--- config.mk ---
export PLATFORM = sky130hd
export DESIGN_NAME = fir_lowpass_8tap
export DESIGN_NICKNAME = d
export VERILOG_FILES = /design/src/rtl/fir_lowpass_8tap.sv
export SDC_FILE = /design/constraint.sdc
export NUM_CORES = 2
export LEC_CHECK = 0
export CAP_MARGIN = 10
export CORE_ASPECT_RATIO = 0.7
export CORE_UTILIZATION = 35
export CTS_BUF_LIST = sky130_fd_sc_hd__clkbuf_16
export DETAILED_ROUTE_END_ITERATION = 8
export HOLD_SLACK_MARGIN = 0.15
export PLACE_DENSITY = 0.48
export REMOVE_ABC_BUFFERS = 1
export SLEW_MARGIN = 20
export SYNTH_ARGS = -nofsm -noshare
export SYNTH_HDL_FRONTEND = slang
export SYNTH_SLANG_ARGS = --single-unit
--- constraint.sdc ---
create_clock -name CLK -period 10.81 [get_ports CLK]
set_input_delay 1.081 -clock CLK [delete_from_list [all_inputs] [get_ports CLK]]
set_output_delay 1.081 -clock CLK [all_outputs]
set_load 0.05 [all_outputs]
--- src/rtl/fir_lowpass_8tap.sv ---
// 8-tap direct-form FIR low-pass, signed Q15 in, full-precision Q30 out, one sample per clock.
// Define FIR_SYMMETRIC_FOLD_EN to pre-add mirrored taps and use only H0..H3 (symmetric sets only).
module fir_lowpass_8tap #(
    parameter logic signed [15:0] H0 = 16'sd910,
    parameter logic signed [15:0] H1 = 16'sd2730,
    parameter logic signed [15:0] H2 = 16'sd5460,
    parameter logic signed [15:0] H3 = 16'sd7280,
    parameter logic signed [15:0] H4 = 16'sd7280,
    parameter logic signed [15:0] H5 = 16'sd5460,
    parameter logic signed [15:0] H6 = 16'sd2730,
    parameter logic signed [15:0] H7 = 16'sd910
) (
    input  logic               CLK,
    input  logic               RST,
    input  logic signed [15:0] X,
    output logic signed [31:0] Y
);

    localparam int unsigned NTAPS = 8;
    localparam int unsigned XW    = 16;
    localparam int unsigned SW    = XW + 1;
    localparam int unsigned YW    = 32;

    localparam logic signed [XW-1:0] COEF [NTAPS] = '{H0, H1, H2, H3, H4, H5, H6, H7};

    logic signed [XW-1:0] hist   [NTAPS-1];
    logic signed [XW-1:0] taps_c [NTAPS];
    logic signed [YW-1:0] acc_c;

    // Tap 0 is the live input; older taps come from the history line.
    always_comb begin
        taps_c[0] = X;
        for (int k = 1; k < int'(NTAPS); k++) begin
            taps_c[k] = hist[k-1];
        end
    end

`ifdef FIR_SYMMETRIC_FOLD_EN
    logic signed [SW-1:0] pre_c [NTAPS/2];

    // Mirrored taps share a coefficient; mod-2^32 wrap keeps the result identical to the unfolded sum.
    always_comb begin
        acc_c = '0;
        for (int k = 0; k < int'(NTAPS/2); k++) begin
            pre_c[k] = SW'(taps_c[k]) + SW'(taps_c[int'(NTAPS) - 1 - k]);
            acc_c    = acc_c + YW'(COEF[k]) * YW'(pre_c[k]);
        end
    end
`else
    // Full 16x16 products accumulated in 32 bits, wrapping on overflow.
    always_comb begin
        acc_c = '0;
        for (int k = 0; k < int'(NTAPS); k++) begin
            acc_c = acc_c + YW'(COEF[k]) * YW'(taps_c[k]);
        end
    end
`endif

    always_ff @(posedge CLK or posedge RST) begin
        if (RST) begin
            Y <= '0;
            for (int k = 0; k < int'(NTAPS) - 1; k++) begin
                hist[k] <= '0;
            end
        end else begin
            Y       <= acc_c;
            hist[0] <= X;
            for (int k = 1; k < int'(NTAPS) - 1; k++) begin
                hist[k] <= hist[k-1];
            end
        end
    end

endmodule

==> metrics.md <==
| Metric | Value |
|---|---|
| Endpoints failing setup | `0` |
| CP Max Fanout | `6` |
| Least-Margin Pin Slew | `1.04 ns` |
| Dpl hpwl | `90900 microns` |
| Final Cycle Share | `86.7%` |
| WL/cell | `19.2 microns` |
| Port Buffer Count | `48` |
| # clock sinks | `143` |
| Crit start category | `register` |
| Hold depth | `0` |
| WP data required | `11.23 ns` |
| Slowest Stage Delay on Critical Path | `0.61 ns` |
| EDFF count, synth | `0` |
| Commonest non-fill, non-tap cells in the layout | `1220 x inv_1, 636 x ha_1, 635 x fa_1, 162 x a21oi_1, 143 x dfrtp_1` |
| Initial DRC Count | `1503` |
| Die height | `272 microns` |
| Final TNS setup | `0 ns` |
| Final Hold Violating Endpoints | `0` |
| Core outline area | `0.103 sq mm` |
| Max Clk Rate | `107 MHz` |
| Final ANT Viol Nets | `0` |
| Ys async rst share | `100%` |
| Die area | `0.105 sq mm` |
| Critical-path top delay cell | `o311ai_1` |
| Final setup skew | `0.0323 ns` |
| Most frequent CP cell | `fa_1` |
| Max Cap Viol | `0` |
| WL final | `101000 microns` |
| Setup bufs post-CTS | `0` |
| RSZ-0062 raised after global routing | `false` |
| Routability Congestion | `0.907` |
| Crit path time final | `9.37 ns` |
| TritonCTS clock tree | `built` |
| Cell variety after synth | `80` |
| Nets | `5167` |
| Status | `completed` |
| Sequential area share after synthesis | `9.83%` |
| Via density | `4.70` |
| Seq cells post-synth | `143` |
| Reg2reg setup slack | `1.44 ns` |
| FP Rows | `98` |
| Top FF cell, synth | `dfrtp_1` |
| Yosys warns | `0` |
| Largest net degree at the start of global routing | `51` |
| Min-delay src | `hist[65]` |
| Total grt overflow | `0` |
| Clock transition at path regs | `0.08 ns` |
| Worst r2r src | `hist[67]` |
| Reg2Reg Depth | `30` |
| Clock Tree Buf Depth | `2` |
| Post-Syn Instances | `3825` |
| Initial antenna violation count | `7` |
| Post-Syn Area per Cell | `9.51 sq um` |
| Synth-to-Final Area Change | `7.43%` |
| DRC | `0` |
| Setup CP Type | `register to register` |
| First-pass GRT wire length | `157000 microns` |
| Min-Delay Endpoint | `hist[49]` |
| DIE WIDTH | `387 microns` |
| Crit. End Element | `register` |
| IO Count | `50` |
| Worst R2R End | `Y[31]` |
| CTS H-tree depth | `4` |
| Cts hold-fix bufs | `0` |
| # resized after CTS | `0` |
| Mapped Area | `0.0364 sq mm` |
| Clk_lat worst skew | `0.55 ns` |
| CTS buffer count | `17` |
| ANT cells | `0` |
| Fillers | `10.5k` |
| Slew Viols, Final | `0` |
| Initial Util | `35.5%` |
| Slew margin rel. | `30.4%` |
| 1st-pass router iterations | `5` |
| Routed via count | `24.6k` |
| Hold Crit Class | `register to register` |
| Global Route Usage Sum | `20.0%` |
| Share of cells above drive strength 1 | `1.70%` |
| WP data arrival | `9.79 ns` |
| Commonest non-fill, non-tap cell in the layout | `inv_1` |
| Clock root buffer | `clkbuf_16` |
| Vias in the first global route | `25.3k` |
## cells in the mapped netlist, drive strengths merged, types with 5 or more instances
| library cell | number | area share [%] |
|---|---|---|
| fa | 635 | 35 |
| and2 | 13 | 0.22 |
| a21oi | 162 | 2.2 |
| a31o | 9 | 0.22 |
| a21o | 94 | 1.9 |
| o21ai | 89 | 1.2 |
| nor2 | 131 | 1.4 |
| o21bai | 32 | 0.66 |
| a31oi | 18 | 0.33 |
| nor2b | 21 | 0.36 |
| nor3 | 28 | 0.39 |
| nand3 | 20 | 0.28 |
| nand2b | 19 | 0.33 |
| mux2i | 10 | 0.28 |
| a211o | 10 | 0.24 |
| nand2 | 100 | 1.0 |
| inv | 1221 | 13 |
| nand4 | 23 | 0.40 |
| o21a | 25 | 0.52 |
| a211oi | 22 | 0.48 |
| clkbuf | 16 | 0.17 |
| dfrtp | 143 | 9.8 |
| xor2 | 75 | 1.8 |
| and3 | 11 | 0.19 |
| o211ai | 12 | 0.25 |
| ha | 636 | 22 |
| or2 | 10 | 0.17 |
| o311ai | 8 | 0.19 |
| or3 | 9 | 0.15 |
| xnor2 | 128 | 3.1 |
| a221oi | 5 | 0.14 |
| o31ai | 13 | 0.27 |
| nor4 | 6 | 0.10 |
## flip-flops by register name (all words and copies together), names as in the netlist
| name | count |
|---|---|
| Y | 31 |
| hist | 112 |
## metrics by stage
step / setup WS, ns / instances / cell area (sq um) / hold WS [ns] / util, %
finish: 1.44 / 5241 / 39100 / 0.484 / 38.1
detailed placement: 0.974 / 5209 / 38500 / 0.463 / 37.6
CTS: 1.40 / 5241 / 39100 / 0.480 / 38.1
global route: 1.01 / 5241 / 39100 / 0.506 / 38.1
global placement: 0.978 / 5209 / 38500 / 0.449 / 37.6
floorplan: 2.27 / 3805 / 36300 / 0.384 / -
## layout make-up
| type | instances | area, sq um | area share [%] |
|---|---|---|---|
| tap | 1350 | 1690 | 4.32 |
| clock buffer | 17 | 425 | 1.09 |
| multi-input combinational | 2441 | 28100 | 72.0 |
| clock inverter | 15 | 141 | 0.362 |
| sequential | 143 | 3580 | 9.15 |
| inverter | 1221 | 4590 | 11.7 |
| timing repair buffer | 54 | 526 | 1.34 |
## worst max path at each step
stage                     slack, ns  startpoint    end  cells after the start
after detailed placement       0.97        X[3]  Y[31]                     26
after global routing           1.01    hist[67]  Y[31]                     30
after CTS                      1.40    hist[67]  Y[31]                     30
after floorplan                2.27        X[0]  Y[25]                     29
final                          1.44    hist[67]  Y[31]                     30
after global placement         0.98        X[4]  Y[31]                     30
## cell families (layout without fill, tap and decap cells)
logic type               Yosys count  count (layout)  share of synthesized area (%)
AO/OA/AOI/OAI                    543             543                           9.87
adder cells (fa/ha/maj)         1271            1271                           56.8
buffers and inverters           1241            1307                           12.8
AND/OR/NAND/NOR                  412             412                           5.46
XOR/XNOR                         203             203                           4.89
multiplexers                      11              11                          0.306
other                              1               1                         0.0103
flip-flops                       143             143                           9.83
## metal layers
metal	up-vias	track usage, %	wire length, microns
met3	76	4.60	5320
li1	12000	-	-
met1	12200	31.6	54100
met2	392	27.1	39400
met5	-	0	9
met4	2	4.23	1800
## worst max-delay path, delay by kind of cell, from the launching register on
family | cells | cell delay [ns]
DFF | 1 | 0.51
buffers and inverters | 6 | 0.28
adders and majority gates | 11 | 5.13
and+or+nand+nor | 3 | 0.39
xor gates and xnor gates | 1 | 0.17
AOI/OAI and AO/OA | 9 | 2.75
Power is left out: the tool's default activity adds up to more than one toggle a clock period on the data nets, which glitch-free logic cannot reach.
